==> src/rtl/serial_operand_reg_pkg.sv <==
// Shared definitions for the fp32adder serial operand register: state encodings and default word width.
package serial_operand_reg_pkg;

  localparam int FP32_W = 32;

  typedef enum logic [1:0] {
    ST_IDLE   = 2'd0,
    ST_SHIFT  = 2'd1,
    ST_FULL   = 2'd2,
    ST_UNLOAD = 2'd3
  } state_e;

endpackage

==> src/rtl/serial_operand_reg_bit_counter.sv <==
// serial_bit_counter: modulo-(TERM+1) bit counter. It counts accepted serial bits and flags the
// terminal increment (wrap). It is shared by the load path and the optional unload path.
module serial_bit_counter #(
  parameter int CNT_W = 5,
  parameter int TERM  = 31
) (
  input  logic clk,
  input  logic reset_n,
  input  logic clr,
  input  logic inc,
  output logic wrap
);

  localparam logic [CNT_W-1:0] TERM_V = CNT_W'(TERM);

  logic [CNT_W-1:0] count_q;
  logic [CNT_W-1:0] count_d;
  logic             at_term;

  always_comb begin
    at_term = (count_q == TERM_V);
    wrap    = inc & at_term;
    count_d = count_q;
    if (clr) begin
      count_d = '0;
    end else if (inc) begin
      count_d = at_term ? '0 : count_q + CNT_W'(1);
    end
  end

  always_ff @(posedge clk or negedge reset_n) begin
    if (!reset_n) begin
      count_q <= '0;
    end else begin
      count_q <= count_d;
    end
  end

endmodule

==> src/rtl/serial_operand_reg.sv <==
// serial_operand_reg: assembles WIDTH serial bits into an operand word and offers it with valid/ready.
// Optional parallel-load/serial-unload path is built when SERIAL_OUT_EN is defined.
module serial_operand_reg
  import serial_operand_reg_pkg::*;
#(
  parameter int WIDTH     = FP32_W,
  parameter int MSB_FIRST = 1
) (
  input  logic             clk,
  input  logic             reset_n,
  input  logic             clr,
  input  logic             sin_valid,
  input  logic             sin_bit,
  output logic             sin_ready,
  output logic [WIDTH-1:0] out_data,
  output logic             out_valid,
  input  logic             out_ready,
  output logic             busy,
  output logic             overrun
`ifdef SERIAL_OUT_EN
  ,
  input  logic             par_load,
  input  logic [WIDTH-1:0] par_data,
  output logic             sout_bit,
  output logic             sout_valid,
  input  logic             sout_ready
`endif
);

  localparam int CNT_W = $clog2(WIDTH);

  state_e           state_q;
  state_e           state_d;
  logic [WIDTH-1:0] sreg_q;
  logic [WIDTH-1:0] sreg_d;
  logic             overrun_q;
  logic             overrun_d;

  logic             accept;
  logic             cnt_inc;
  logic             cnt_wrap;
  logic [WIDTH-1:0] sreg_shift_in;

`ifdef SERIAL_OUT_EN
  logic             par_take;
  logic             shift_out;
  logic [WIDTH-1:0] sreg_shift_out;
  logic             sreg_head;
`endif

  // Shift direction is fixed at elaboration; the first bit ends up at the MSB or the LSB.
  if (MSB_FIRST != 0) begin : g_msb_first
    assign sreg_shift_in = {sreg_q[WIDTH-2:0], sin_bit};
`ifdef SERIAL_OUT_EN
    assign sreg_shift_out = {sreg_q[WIDTH-2:0], 1'b0};
    assign sreg_head      = sreg_q[WIDTH-1];
`endif
  end else begin : g_lsb_first
    assign sreg_shift_in = {sin_bit, sreg_q[WIDTH-1:1]};
`ifdef SERIAL_OUT_EN
    assign sreg_shift_out = {1'b0, sreg_q[WIDTH-1:1]};
    assign sreg_head      = sreg_q[0];
`endif
  end

  always_comb begin
    out_valid = (state_q == ST_FULL);
    busy      = (state_q == ST_SHIFT);
    out_data  = sreg_q;
    overrun   = overrun_q;
`ifdef SERIAL_OUT_EN
    // A parallel load in IDLE wins over a serial bit offered in the same cycle.
    par_take   = par_load & (state_q == ST_IDLE);
    sin_ready  = ((state_q == ST_IDLE) & ~par_load) | (state_q == ST_SHIFT) |
                 ((state_q == ST_FULL) & out_ready);
    sout_valid = (state_q == ST_UNLOAD);
    sout_bit   = sout_valid & sreg_head;
    shift_out  = sout_valid & sout_ready;
`else
    sin_ready  = (state_q != ST_FULL) | out_ready;
`endif
    accept  = sin_valid & sin_ready;
`ifdef SERIAL_OUT_EN
    cnt_inc = accept | shift_out;
`else
    cnt_inc = accept;
`endif
  end

  serial_bit_counter #(
    .CNT_W (CNT_W),
    .TERM  (WIDTH - 1)
  ) u_bit_counter (
    .clk     (clk),
    .reset_n (reset_n),
    .clr     (clr),
    .inc     (cnt_inc),
    .wrap    (cnt_wrap)
  );

  always_comb begin
    state_d   = state_q;
    sreg_d    = sreg_q;
    overrun_d = overrun_q | (sin_valid & ~sin_ready);
    if (accept) begin
      sreg_d = sreg_shift_in;
    end
    case (state_q)
      ST_IDLE, ST_SHIFT: begin
        if (accept) begin
          state_d = cnt_wrap ? ST_FULL : ST_SHIFT;
        end
`ifdef SERIAL_OUT_EN
        if (par_take) begin
          sreg_d  = par_data;
          state_d = ST_UNLOAD;
        end
`endif
      end
      ST_FULL: begin
        // Retiring with a bit on the same cycle starts the next word without a bubble.
        if (out_ready) begin
          state_d = sin_valid ? ST_SHIFT : ST_IDLE;
        end
      end
`ifdef SERIAL_OUT_EN
      ST_UNLOAD: begin
        if (shift_out) begin
          sreg_d = sreg_shift_out;
          if (cnt_wrap) begin
            state_d = ST_IDLE;
          end
        end
      end
`endif
      default: begin
        state_d = ST_IDLE;
      end
    endcase
    if (clr) begin
      state_d   = ST_IDLE;
      sreg_d    = '0;
      overrun_d = 1'b0;
    end
  end

  always_ff @(posedge clk or negedge reset_n) begin
    if (!reset_n) begin
      state_q   <= ST_IDLE;
      sreg_q    <= '0;
      overrun_q <= 1'b0;
    end else begin
      state_q   <= state_d;
      sreg_q    <= sreg_d;
      overrun_q <= overrun_d;
    end
  end

endmodule
==> config.mk <==
export PLATFORM = sky130hd
export DESIGN_NAME = serial_operand_reg
export DESIGN_NICKNAME = d
export VERILOG_FILES = /design/src/rtl/serial_operand_reg_pkg.sv /design/src/rtl/serial_operand_reg_bit_counter.sv /design/src/rtl/serial_operand_reg.sv
export SDC_FILE = /design/constraint.sdc
export NUM_CORES = 1
export LEC_CHECK = 0
export ABC_AREA = 1
export ABC_CLOCK_PERIOD_IN_PS = 3100
export CORE_MARGIN = 2
export CORE_UTILIZATION = 52
export CTS_CLUSTER_SIZE = 28
export DETAILED_ROUTE_END_ITERATION = 7
export PLACE_DENSITY = 0.83
export REMOVE_ABC_BUFFERS = 1
export SYNTH_ARGS = -nofsm -noshare
export SYNTH_HDL_FRONTEND = slang
export SYNTH_SLANG_ARGS = --single-unit
==> constraint.sdc <==
create_clock -name clk -period 3.1 [get_ports clk]
set_input_delay 0.62 -clock clk [delete_from_list [all_inputs] [get_ports clk]]
set_output_delay 0.62 -clock clk [all_outputs]
set_load 0.005 [all_outputs]
==> reports/qor.yml, run 1 <==
outcome:
  status: "finished clean"
timing:
  setup_tns_ns: 0
  hold_violations: 0
  rsz0062_at_grt: "false"
  final-setup-viol-count: 0
  worst_slew_pin_slew_ns: 0.8392
  relSlewSlack_pct: 44.05
  fmax_mhz: 419.6
  clock_skew_ns: 0.006778
  drv_slew: 0
  fin_crit_ns: 2.383
  post-route-period-util_pct: 76.88
global_routing:
  grt_use_total_pct: 20.54
  grt_pass1_wl_um: 6258
  grt_max_degree: 41
  grt_pass1_vias: 1332
  grt-ovfl-total: 0
  antenna_found_initial: 0
final_layout:
  drive_above_1_share_pct: 6.849
  n_fill_cell: 278
  diodes: 0
  finalNetCount: 227
  layout_common_cells: "40 x clkdlybuf4s50_1, 40 x dfrtp_1, 37 x nand3_1"
  area_delta_synth_final_pct: 26.01
yosys:
  yosys.cell_types.count: 21
  avgSynthCellArea_um2: 9.673
  yosysTopAreaCell: "dfrtp_1"
  synth_top_area_share_pct: 56.86
  syn_area_um2: 1760
  synthCells: 182
  synth.top_cells.by_area: "dfrtp_1 57%, nand3_1 11%, o31ai_1 6.4%"
  yosysWarnings: 0
  yosysSeqAreaShare_pct: 56.86
  ys_seq_elements: 40
clock_network:
  clock_latency_ns: 0.34
  post_cts_resized: 0
  clock_path_buffers: 2
  cts_buffers: 5
  clock-root-buffer: "clkbuf_4"
  htree_levels: 2
  ctsHoldBuffers: 0
  numClockSinks: 40
  cts_setup_buffers: 0
  cts_tree: "yes"
  clk_pin_slew_ns: 0.11
die:
  die_width_um: 62.19
  start_util_pct: 53.60
  core_area_um2: 3284
  die_h_um: 62.19
  die-area_um2: 3867
  io_pins: 42
  fp-row-count: 21
placed_design:
  portBuffers: 41
  dp_hpwl_um: 2315
  gp_congestion: 0.7753
worst_setup_path:
  worstRegToRegCells: 6
  path_common_cell: "clkdlybuf4s50_1"
  max_stage_delay_ns: 0.51
  worstPathArrival_ns: 1.76
  ff2ff_setup_slack_ns: 1.55
  reg2reg_from: "state_q[0]"
  cp-end-kind: "output pin"
  critPathLaunchType: "input port"
  crit_slowest_cell: "clkdlybuf4s50_1"
  worstPathCellList: "clkdlybuf4s50_1, inv_1, nand3_2, clkdlybuf4s50_1"
  crit_fanout: 3
  cp-endpoint: "sin_ready"
  path_class: "input port to output pin"
  startpoint: "out_ready"
  cp.required_ns: 2.48
  reg2reg_to: "u_bit_counter.count_q[3]"
drt:
  drc: 0
  firstDrtPassIters: 5
  ant_nets: 0
  finalWirelength_um: 3586
  wl_per_cell_um: 13.53
  drt_iter0_markers: 57
  num_vias: 1437
  via_per_inst: 5.423
power:
  cellPowerDensity_nw_per_um2: 398.0
  vdd_drop_max_uv: 266.4
  p_leak_nw: 0.9373
  finalPower_mw: 0.8830
hold_path:
  min_path_type: "input port to asynchronous set/reset pin"
flow_run:
  drv_cap: 0
-- flip-flops by register name (all words and copies together), names as in the netlist --
name                   cells
out_data                  32
overrun                    1
state_q                    2
u_bit_counter.count_q      5
-- through the flow --
step	util [%]	hold slack, ns	setup WS [ns]	area [µm²]	instances
finish	67.54	0.3627	0.7168	2218	265
floorplan	-	0.3244	1.318	1675	169
CTS	67.54	0.3870	0.7100	2218	265
global placement	65.56	0.4710	0.7384	2153	258
detailed placement	65.56	0.4837	0.7095	2153	258
global route	67.54	0.4206	0.6794	2218	265
-- synth_stat cells (all sizes together) --
master and number:
a31oi 1, ha 2, o21ai 21, dfrtp 40, nand2 16, a21oi 3, inv 25, nand3 38
nand4 3, a22oi 1, nor2 4, clkbuf 2, o31ai 15, buf 11
-- layer usage --
metal  wire, µm  part of all wire [%]  vias to the layer above  GRT usage [%]
met5          0                     0                        -              0
met4         44                   1.2                        0          5.833
met3        219                   6.1                        6          6.884
met2       1677                    47                       44          32.88
met1       1643                    46                      688          26.89
li1           -                     -                      699              -
-- worst min path at each step --
| stage | start | end | slack (ns) | depth (start not counted) |
|---|---|---|---|---|
| 2_1_floorplan | reset_n | out_data[0] | 0.32 | 0 |
| 3_3_place_gp | state_q[0] | state_q[0] | 0.47 | 2 |
| 3_5_place_dp | overrun | overrun | 0.48 | 2 |
| 4_1_cts | reset_n | out_data[29] | 0.39 | 1 |
| 5_1_grt | reset_n | out_data[31] | 0.42 | 1 |
| 6_report | reset_n | out_data[29] | 0.36 | 1 |
-- critical path, delay by kind of cell --
kind                   cells  cell delay, ns
buffers and inverters      3            1.04
AND/OR/NAND/NOR            1            0.11
-- where the power goes --
part / switching, mW / leakage (nW) / internal [mW]
registers: 0.00428 / 0.555 / 0.526
clock network: 0.159 / 0.0374 / 0.129
logic: 0.0469 / 0.345 / 0.0179
-- area by class of cell --
class                      count  area (µm²)  share of cell area, %
sequential                    40        1001                  45.12
multi-input combinational    104       580.6                  26.17
timing repair buffer          43       420.4                  18.95
inverter                      25       93.84                  4.230
clock buffer                   7       65.06                  2.933
tap                           46       57.56                  2.594
-- cell families (layout without fill, tap and decap cells) --
kind of cell	after synthesis	after routing	synth area share, %
AOI/OAI and AO/OA	41	41	14.29
and+or+nand+nor	61	61	17.27
DFF	40	40	56.86
adders and majority gates	2	2	1.421
buffers and inverters	38	75	10.16
Note: power is estimated with default switching activity, not from simulation.
==> inputs of run 2 (changes only) <==
- ABC_CLOCK_PERIOD_IN_PS: 3100 -> 2000
- CORE_UTILIZATION: 52 -> 44
- PLACE_DENSITY: 0.83 -> 0.75
- clock period: 3.1 -> 2 ns (I/O delays scaled with it)
==> run 2 against run 1 <==
Non-clock buffer count grew 8. Sequential power grew 55%. Die area grew 17%. Design area grew 5.5%. Critical path depth is the same. First-iteration DRC count grew 18%. Clock-buffer cell count shrank 2. Highest routed layer unchanged. Clock power grew 130%.
==> reports/qor.yml, run 2 (same netlist as run 1, synthesis figures left out) <==
outcome:
  status: "finished clean"
placed_design:
  dp.cells: 268  # +3.9%
  gp_congestion: 0.7254  # -6.4%
  portBuffers: 41  # unchanged
  dp_hpwl_um: 2544  # +9.9%
final_layout:
  area_delta_synth_final_pct: 32.91
  drive_above_1_share_pct: 10.53  # +3.7 points
  n_fill_cell: 328  # +18%
  diodes: 0  # unchanged
  layout_common_cells: "40 x clkdlybuf4s50_1, 40 x dfrtp_1, 37 x nand3_1"
  multi_input_area_um2: 580.6  # unchanged
  finalNetCount: 235  # +3.5%
  register_area_um2: 1001  # unchanged
  final_cells: 276  # +4.2%
  largest_reg_flops: 32  # unchanged
die:
  die_h_um: 67.26  # +8.2%
  fp-row-count: 22  # +4.8%
  die_width_um: 67.26  # +8.2%
  die-area_um2: 4523  # +17%
  io_pins: 42  # unchanged
  core_area_um2: 3744  # +14%
  start_util_pct: 47.03  # -6.6 points
power:
  p_leak_nw: 0.9964  # +6.3%
  cellPowerDensity_nw_per_um2: 681.0  # +71%
  finalPower_mw: 1.593  # +80%
  vdd_drop_max_uv: 279.7  # +5.0%
clock_network:
  numClockSinks: 40  # unchanged
  clk_pin_slew_ns: 0.08  # -0.03 ns
  htree_levels: 2  # unchanged
  ctsHoldBuffers: 0  # unchanged
  cts_tree: "yes"
  clock-root-buffer: "clkbuf_8"
  clock_latency_ns: 0.29  # -0.05 ns
  clock_path_buffers: 2  # unchanged
  cts_setup_buffers: 0  # unchanged
  cts_buffers: 5  # unchanged
  post_cts_resized: 0  # unchanged
timing:
  drv_slew: 0  # unchanged
  worst_slew_pin_slew_ns: 0.3910  # -0.4482 ns
  clock_skew_ns: 0.004635  # -0.002143 ns
  timing.hold.ws_ns: 0.02104  # -0.3416 ns
  post-route-period-util_pct: 94.94
  fin_crit_ns: 1.899
  relSlewSlack_pct: 73.93  # +30 points
  final-setup-viol-count: 0  # unchanged
  hold_violations: 0  # unchanged
  rsz0062_at_grt: "false"
  setup_tns_ns: 0  # unchanged
  fmax_mhz: 526.6
flow_run:
  drv_cap: 0  # unchanged
drt:
  firstDrtPassIters: 4  # -1
  drc: 0  # unchanged
  ant_nets: 0  # unchanged
  via_per_inst: 5.370  # -0.98%
  drt_iter0_markers: 67  # +18%
  wl_per_cell_um: 13.79  # +1.9%
  num_vias: 1482  # +3.1%
  finalWirelength_um: 3807  # +6.2%
worst_setup_path:
  path_class: "input port to output pin"
  worstPathArrival_ns: 1.50  # -0.26 ns
  worstRegToRegCells: 7  # +1
  critPathLaunchType: "input port"
  cp.required_ns: 1.60  # -0.88 ns
  cp-end-kind: "output pin"
  crit_fanout: 3  # unchanged
global_routing:
  grt_pass1_vias: 1411  # +5.9%
  grt-ovfl-total: 0  # unchanged
  antenna_found_initial: 0  # unchanged
  grt_use_total_pct: 19.55  # -0.98 points
  grt_pass1_wl_um: 6617  # +5.7%
  grt_max_degree: 21  # -49%
hold_path:
  min_path_type: "input port to asynchronous set/reset pin"
run 2: through the flow:
step	worst slack (ns)	cell area [µm²]	utilization, %
final	0.1012	2340	62.50
after global routing	0.02717	2340	62.50
after CTS	0.09686	2340	62.50
after detailed placement	0.1020	2228	59.53
after global placement	0.1197	2228	59.53
after floorplan	0.4380	1675	-
run 2: cell type report:
class | count | share of cell area, %
timing repair buffer | 51 | 21.07
multi-input combinational | 104 | 24.81
clock buffer | 5 | 2.941
inverter | 25 | 4.011
clock inverter | 3 | 1.818
sequential | 40 | 42.78
tap | 48 | 2.567
run 2: final timing paths:
check	from	endpoint	slack [ns]
min in group clk	state_q[0]	state_q[0]	0.50
worst max-delay path	out_ready	sin_ready	0.10
worst min register to register	state_q[0]	state_q[0]	0.50
worst min-delay path	reset_n	out_data[9]	0.02
max in group asynchronous	reset_n	out_data[3]	1.47
worst max register to register	u_bit_counter.count_q[0]	u_bit_counter.count_q[2]	0.60
run 2: worst max-delay path, cell delays in order:
cell and delay [ns]:
clkdlybuf4s50_1 0.45, inv_1 0.07, nand3_2 0.08, clkdlybuf4s50_1 0.50
run 2: power breakdown:
group          switching [mW]  internal [mW]  total [mW]
sequential            0.00676          0.816       0.822
clock                   0.286          0.369       0.655
combinational          0.0764         0.0394       0.116
run 2: per-layer routing:
metal / track usage [%] / up-vias / wire (µm)
met5: 0 / - / 0
met4: 6.122 / 0 / 50
met3: 4.833 / 6 / 226
met2: 31.56 / 46 / 1753
met1: 26.00 / 715 / 1777
li1: - / 715 / -
